## src/rtl/uart_pkg.sv

```systemverilog
// Shared definitions for the 8-bit UART transmit and receive paths:
// frame state encoding, default data width and parity helpers.
package uart_pkg;

  localparam int UART_DATA_BITS = 8;

  localparam logic PARITY_MODE_EVEN = 1'b0;
  localparam logic PARITY_MODE_ODD  = 1'b1;

  typedef enum logic [2:0] {
    UART_TX_IDLE   = 3'd0,
    UART_TX_SYNC   = 3'd1,
    UART_TX_START  = 3'd2,
    UART_TX_DATA   = 3'd3,
    UART_TX_PARITY = 3'd4,
    UART_TX_STOP   = 3'd5
  } uart_tx_state_e;

  // Zero-padded upper bits do not disturb the XOR, so narrow frames reuse this.
  function automatic logic calc_parity(input logic [UART_DATA_BITS-1:0] data,
                                       input logic                      mode);
    return (^data) ^ (mode == PARITY_MODE_ODD);
  endfunction

endpackage

```

## src/rtl/uart_tx.sv

```systemverilog
// UART serial transmitter: valid/ready byte intake, LSB-first start/data/
// parity/stop framing paced by an external one-cycle baud_tick.
module uart_tx
  import uart_pkg::*;
#(
  parameter int DATA_BITS  = UART_DATA_BITS,
  parameter int PARITY_EN  = 0,
  parameter int PARITY_ODD = 0,
  parameter int STOP_BITS  = 1
) (
  input  logic                 clk,
  input  logic                 rst_n,
  input  logic                 baud_tick,
  input  logic [DATA_BITS-1:0] tx_data,
  input  logic                 tx_valid,
  output logic                 tx_ready,
  output logic                 tx,
  output logic                 busy
);

  localparam int CNT_W = (DATA_BITS > 1) ? $clog2(DATA_BITS) : 1;
  localparam logic [CNT_W-1:0] LAST_BIT  = CNT_W'(DATA_BITS - 1);
  localparam logic             LAST_STOP = 1'(STOP_BITS - 1);
  localparam logic             PAR_MODE  = (PARITY_ODD != 0) ? PARITY_MODE_ODD : PARITY_MODE_EVEN;

  uart_tx_state_e              state_r;
  logic [DATA_BITS-1:0]        shift_r;
  logic [DATA_BITS-1:0]        data_r;
  logic [CNT_W-1:0]            bit_cnt_r;
  logic                        stop_cnt_r;
  logic                        tx_r;
  logic [UART_DATA_BITS-1:0]   data_ext_s;
  logic                        parity_s;

  // Widen the latched byte so the shared parity helper sees a fixed width.
  always_comb begin
    data_ext_s                = '0;
    data_ext_s[DATA_BITS-1:0] = data_r;
    parity_s                  = calc_parity(data_ext_s, PAR_MODE);
  end

  // Frame sequencer: each bit changes only on a baud_tick after SYNC alignment.
  always_ff @(posedge clk or negedge rst_n) begin
    if (!rst_n) begin
      state_r    <= UART_TX_IDLE;
      shift_r    <= '0;
      data_r     <= '0;
      bit_cnt_r  <= '0;
      stop_cnt_r <= 1'b0;
      tx_r       <= 1'b1;
    end else begin
      case (state_r)
        UART_TX_IDLE: begin
          tx_r <= 1'b1;
          if (tx_valid) begin
            shift_r    <= tx_data;
            data_r     <= tx_data;
            bit_cnt_r  <= '0;
            stop_cnt_r <= 1'b0;
            state_r    <= UART_TX_SYNC;
          end
        end
        UART_TX_SYNC: begin
          if (baud_tick) begin
            tx_r    <= 1'b0;
            state_r <= UART_TX_START;
          end
        end
        UART_TX_START: begin
          if (baud_tick) begin
            tx_r      <= shift_r[0];
            shift_r   <= shift_r >> 1;
            bit_cnt_r <= '0;
            state_r   <= UART_TX_DATA;
          end
        end
        UART_TX_DATA: begin
          if (baud_tick) begin
            if (bit_cnt_r == LAST_BIT) begin
              if (PARITY_EN != 0) begin
                tx_r    <= parity_s;
                state_r <= UART_TX_PARITY;
              end else begin
                tx_r    <= 1'b1;
                state_r <= UART_TX_STOP;
              end
            end else begin
              tx_r      <= shift_r[0];
              shift_r   <= shift_r >> 1;
              bit_cnt_r <= bit_cnt_r + CNT_W'(1);
            end
          end
        end
        UART_TX_PARITY: begin
          if (baud_tick) begin
            tx_r    <= 1'b1;
            state_r <= UART_TX_STOP;
          end
        end
        UART_TX_STOP: begin
          tx_r <= 1'b1;
          if (baud_tick) begin
            if (stop_cnt_r == LAST_STOP) begin
              stop_cnt_r <= 1'b0;
              state_r    <= UART_TX_IDLE;
            end else begin
              stop_cnt_r <= stop_cnt_r + 1'b1;
            end
          end
        end
        default: begin
          tx_r    <= 1'b1;
          state_r <= UART_TX_IDLE;
        end
      endcase
    end
  end

  assign tx       = tx_r;
  assign tx_ready = (state_r == UART_TX_IDLE);
  assign busy     = (state_r != UART_TX_IDLE);

endmodule

```

## config.mk

```make
export PLATFORM = sky130hd
export DESIGN_NAME = uart_tx
export DESIGN_NICKNAME = d
export VERILOG_FILES = /design/src/rtl/uart_pkg.sv /design/src/rtl/uart_tx.sv
export SDC_FILE = /design/constraint.sdc
export NUM_CORES = 1
export LEC_CHECK = 0
export BUFFER_PORTS_ARGS = -buffer_cell sky130_fd_sc_hd__buf_2
export CAP_MARGIN = 20
export CORE_MARGIN = 4
export CORE_UTILIZATION = 45
export CTS_CLUSTER_SIZE = 25
export DETAILED_ROUTE_END_ITERATION = 6
export PLACE_DENSITY = 0.66
export RECOVER_POWER = 100
export SLEW_MARGIN = 30
export SYNTH_ARGS = -nofsm -noshare
export SYNTH_HDL_FRONTEND = slang
export SYNTH_SLANG_ARGS = --single-unit
```

## constraint.sdc

```tcl
create_clock -name clk -period 2.4 [get_ports clk]
set_clock_uncertainty 0.2 [all_clocks]
set_input_delay 0.24 -clock clk [delete_from_list [all_inputs] [get_ports clk]]
set_output_delay 0.24 -clock clk [all_outputs]
set_load 0.05 [all_outputs]
```

==> results of run 1 <==
-- registers in the layout, indices dropped and copies added (netlist names) --
name and count:
bit_cnt_r 3, shift_r 8, state_r 3, tx 1
-- final timing paths --
| check | to | slack (ps) |
|---|---|---|
| max | tx_ready | 200 |
| min | shift_r[2] | 100 |
| max reg2reg | shift_r[1] | 290 |
| min reg2reg | shift_r[1] | 300 |
| max in group asynchronous | state_r[0] | 1120 |
| min in group asynchronous | shift_r[3] | 380 |
-- worst register-to-register path: cells and delay by family (launching register included) --
kind                       cells  cell delay [ps]
adders and majority gates      2              390
DFF                            1              400
muxes                          1              350
and+or+nand+nor                1              180
AOI/OAI and AO/OA              1              210
buffers and inverters          1              270
-- area by class of cell --
| cell class | count | area (sq um) |
|---|---|---|
| clock buffers | 4 | 26.3 |
| flip-flops and latches | 15 | 377 |
| well taps | 25 | 31.3 |
| repair buffers | 18 | 92.6 |
| inverters | 2 | 7.51 |
| multi-input cells | 48 | 437 |
| fillers | 178 | 850 |
-- per-layer routing --
metal  track usage  vias to the layer above  part of all wire  wire length (microns)
li1              -                      283                 -                      -
met1         0.171                      269              0.50                    763
met2         0.215                        6              0.46                    706
met3        0.0342                        2             0.032                     49
met4        0.0511                        0            0.0078                     12
met5             0                        -                 0                      0
-- layout by cell type, fill, tap and decap left out, drive strengths merged --
master,n
or3,1
ha,2
nor2b,2
dfstp,1
nor2,4
and4,1
a31oi,1
a21oi,2
o21ai,2
dfrtp,14
nand3b,1
and3,3
mux2,18
nand2,2
dlygate4sd3,2
mux2i,2
buf,10
nand2b,2
inv,2
o211a,1
nor3b,1
nor3,2
o32ai,1
clkbuf,10
-- power by group through the flow --
stage | clock network [mW] | logic, mW | registers (mW)
final | 0.146 | 0.520 | 0.454
after global routing | 0.162 | 0.576 | 0.472
after CTS | 0.150 | 0.629 | 0.458
after detailed placement | 0 | 0.622 | 0.463
after global placement | 0 | 0.615 | 0.457
after floorplan | 0 | 0.578 | 0.443
-- synthesized netlist by cell type --
| cell | instances | area, sq um |
|---|---|---|
| buf_2 | 1 | 5.00 |
| nor3_1 | 2 | 10.0 |
| dfrtp_1 | 14 | 350 |
| a31oi_1 | 1 | 6.26 |
| buf_6 | 2 | 22.5 |
| nand3b_1 | 1 | 7.51 |
| a21oi_1 | 2 | 10.0 |
| nand2_1 | 2 | 7.51 |
| dfstp_2 | 1 | 26.3 |
| nor3b_1 | 1 | 7.51 |
| nand2b_1 | 1 | 6.26 |
| o211a_1 | 1 | 10.0 |
| and4_1 | 1 | 8.76 |
| nor2_1 | 4 | 15.0 |
| o21ai_0 | 2 | 10.0 |
| and3_1 | 3 | 18.8 |
| mux2_4 | 10 | 150 |
| ha_1 | 2 | 25.0 |
| buf_12 | 1 | 20.0 |
| inv_1 | 2 | 7.51 |
| o32ai_4 | 1 | 27.5 |
| mux2_2 | 8 | 90.1 |
| or3_1 | 1 | 6.26 |
| mux2i_1 | 2 | 20.0 |
| clkbuf_1 | 2 | 7.51 |
| nand2b_4 | 1 | 13.8 |
| nor2b_1 | 2 | 12.5 |
-- through the flow --
step / util / instance area, sq um
after floorplan: - / 902
after global placement: 0.529 / 963
after detailed placement: 0.529 / 963
after CTS: 0.555 / 1010
after global routing: 0.533 / 971
final: 0.533 / 971
-- logic make-up (layout without fill, tap and decap cells) --
logic type	Yosys count	after routing
simple gates	19	19
fa+ha+maj	2	2
compound gates	7	7
buf+inv	8	24
flops	15	15
mux	20	20
==> metrics.yaml, run 1 <==
worstHoldStart: "tx_data[2]"
grt_pass1_wl_microns: 2680
gp_congestion: 0.719
post-route-period-util: 0.916
yosysWarnings: 0
syn-num-nets: 85
vias_per_cell: 5.00
placed_cells: 106
hold_path.class: "primary input to flip-flop"
clock_latency_ps: 280
path_cells: "or3_1 > inv_1 > clkbuf_1"
yosys.area_share.simple: 0.126
gr-total-overflow: 0
synth_compound_area_frac: 0.0707
antenna_found_initial: 0
slowest_delay_ps: 520
switching_share: 0.356
clkPwrFrac: 0.131
drc: 0
tightest_slew_ps: 814
fin_crit_ps: 2200
wl_per_cell_microns: 13.7
end_kind: "output pin"
post_cts.repair.setup_buffers: 0
cp_max_fo: 10
syn_area_per_cell_sq_um: 12.7
worstSetupStartpointType: "flip-flop"
max_cap_violations: 0
final_cells: 112
preCtsSetupSlack_ps: 358
critPathKind: "flip-flop to output pin"
cts_resized: 0
syn_area_sq_um: 902
power_frac_comb: 0.464
worstRegToRegCells: 6
io_pins: 15
leakagePower_nw: 0.462
yosys.area_share.adder: 0.0277
synthMuxAreaShare: 0.288
rsz0062_at_grt: "no"
grt_pass1_vias: 584
row_count: 15
place_hpwl_microns: 1080
path_delay_family: "flip-flops"
worst-path-stages: 3
cts_made_buffers: 3
initial_core_util: 0.496
required_ps: 1960
syn_inst: 71
cts_buffer_depth: 2
cts-root-buf: "clkbuf_4"
ys_ff_latch: 15
switchingPower_mw: 0.399
drive_gt1_frac: 0.310
fmax_ghz: 0.455
synth_top_family_by_area: "multiplexers"
antenna_cells: 0
hold_depth: 3
finalPower_mw: 1.12
drt-total-wl_microns: 1530
hold_ws_ps: 96.5
die_h_microns: 52.8
slew_headroom: 0.457
antenna_left: 0
place.port_buffers: 14
grt_max_degree: 16
hold_viol: 0
report.final.slew_viol_count: 0
setup_viol: 0
core_sq_um: 1820
crit_path_start: "state_r[2]"
synthXorXnorAreaFrac: 0
grt_usage: 0.134
vdd_drop_max_mv: 0.503
final_nets: 102
htreeDepth: 1
ys_seq_area_frac: 0.417
cts_tree: "done"
ys_types: 27
critPathBufInv: 2
power.internal_mw: 0.721
cp_slowest_cell: "dfrtp_1"
outcome: "finished clean"
power_density_nw_per_um2: 1150
drt-initial-drc-count: 2
drtPass1Iterations: 3
arrival_ps: 1760
cts-hold-fix-buffers: 2
area_growth_pct: 7.63
clkSinkCount: 15
pwr-share-seq: 0.405
fin_ws_ps: 201
die-area_sq_um: 2790
tns_ps: 0
rr_startpoint: "bit_cnt_r[0]"
dieWidth_microns: 52.8
dr_total_vias: 560
clk_pin_slew_ps: 90
Note: power is estimated with default switching activity, not from simulation.
==> run 2, diff against run 1 <==
- CAP_MARGIN: 20 -> unset
- PLACE_DENSITY: 0.66 -> 0.74
==> metrics.yaml, run 2 (synthesis results as in run 1) <==
outcome: "finished clean"
tns_ps: 0
grt_usage: 0.118
rrSetupSlack_ps: 340
slew_headroom: 0.450
r2r_end: "shift_r[6]"
fin_crit_ps: 2060
htreeDepth: 1
gr-total-overflow: 0
critPathKind: "flip-flop to flip-flop"
post-route-period-util: 0.859
rr_startpoint: "bit_cnt_r[0]"
regMostFlops: "shift_r"
antenna_found_initial: 0
vias_per_cell: 5.07
place.port_buffers: 14
clock_latency_ps: 280
hold_path.class: "primary input to flip-flop"
cts_buffer_depth: 2
layout_common_cells: "dfrtp_1, buf_2, mux2_1, mux2_2, nor2_1"
slowest_delay_ps: 410
worstHoldStart: "tx_data[1]"
wl_per_cell_microns: 12.8
max_cap_violations: 0
final_nets: 101
crit_path_frequent_cell: "ha_1"
grt_pass1_wl_microns: 2410
cts_made_buffers: 3
hold_ws_ps: 103
antenna_left: 0
die-area_sq_um: 2790
cp_slowest_cell: "dfrtp_1"
drtPass1Iterations: 2
end_kind: "flip-flop"
rsz0062_at_grt: "no"
initial_core_util: 0.496
path_cells: "ha_1 > ha_1 > nand2b_1 > o32ai_4 > clkbuf_2 > mux2_2"
worstSetupStartpointType: "flip-flop"
antenna_cells: 0
cp_max_fo: 11
required_ps: 2370
largest_reg_flops: 8
grt_max_degree: 16
tightest_slew_ps: 825
drt-total-wl_microns: 1430
drive_gt1_frac: 0.326
cts_tree: "done"
arrival_ps: 2030
gp_congestion: 0.690
cts-root-buf: "clkbuf_4"
leakagePower_nw: 0.466
drc: 0
row_count: 15
drt-initial-drc-count: 4
hold_depth: 3
place_hpwl_microns: 1030
layout_commonest_cell: "dfrtp_1"
io_pins: 15
whs_endpoint: "shift_r[1]"
dieWidth_microns: 52.8
power_density_nw_per_um2: 1120
grt_pass1_vias: 557
clkSinkCount: 15
worstRegToRegCells: 6
report.final.slew_viol_count: 0
cts_resized: 0
die_h_microns: 52.8
area_growth_pct: 6.80
setup_viol: 0
dr_total_vias: 563
clk_pin_slew_ps: 90
core_sq_um: 1820
hold_viol: 0
vdd_drop_max_mv: 0.499
fmax_ghz: 0.485
largest_registers: "shift_r (8), bit_cnt_r (3), state_r (3)"
-- run 2: cell types whose count changed in the layout (fill, tap and decap cells not counted), sizes merged --
cell / change
buf: +1
clkinv: +1
clkbuf: -3
-- run 2: power breakdown --
part           internal (mW)  total (mW)  switching, mW
registers              0.361       0.451         0.0901
clock network         0.0617       0.141         0.0791
logic                  0.274       0.489          0.215
total                  0.697        1.08          0.384
-- run 2: worst max-delay path by stage --
stage,startpoint,end,depth (start not counted)
floorplan,state_r[0],tx_ready,3
global placement,bit_cnt_r[0],shift_r[6],6
detailed placement,bit_cnt_r[0],shift_r[6],6
CTS,bit_cnt_r[0],shift_r[6],6
global route,bit_cnt_r[0],bit_cnt_r[1],6
finish,bit_cnt_r[0],shift_r[6],6
-- run 2: cell type report --
cell class	instances	area, sq um
clock buffers	3	22.5
clock inverters	1	5.00
fillers	174	857
inverters	2	7.51
multi-input cells	48	429
flip-flops and latches	15	377
well taps	25	31.3
repair buffers	17	91.3
-- run 2: what timing repair did --
item	CTS	global route
buffers inserted	0	0
hold buffers	2	0
endpoints found under the hold margin	16	0
endpoints found under the setup margin	0	0
-- run 2: metrics by stage --
step	instances	power, mW	cell area, sq um	util	setup slack (ps)
6_report	111	1.08	963	0.529	339
5_1_grt	111	1.18	963	0.529	242
4_1_cts	111	1.23	1000	0.551	384
3_5_place_dp	105	1.07	956	0.525	405
3_3_place_gp	105	1.05	956	0.525	464
2_1_floorplan	71	1.02	902	-	397
-- run 2: routing by layer --
metal	global-route usage	routed length, microns	vias up
met5	0	0	-
met4	0.0511	12	0
met3	0.0171	60	2
met2	0.192	683	10
met1	0.153	668	268
li1	-	-	283
-- run 2: worst max-delay path, delay by kind of cell, from the launching register on --
kind,cells,cell delay [ps]
AO/OA/AOI/OAI,1,90
multiplexers,1,380
AND/OR/NAND/NOR,1,170
adder cells (fa/ha/maj),2,380
buffers and inverters,1,320
flip-flops,1,410
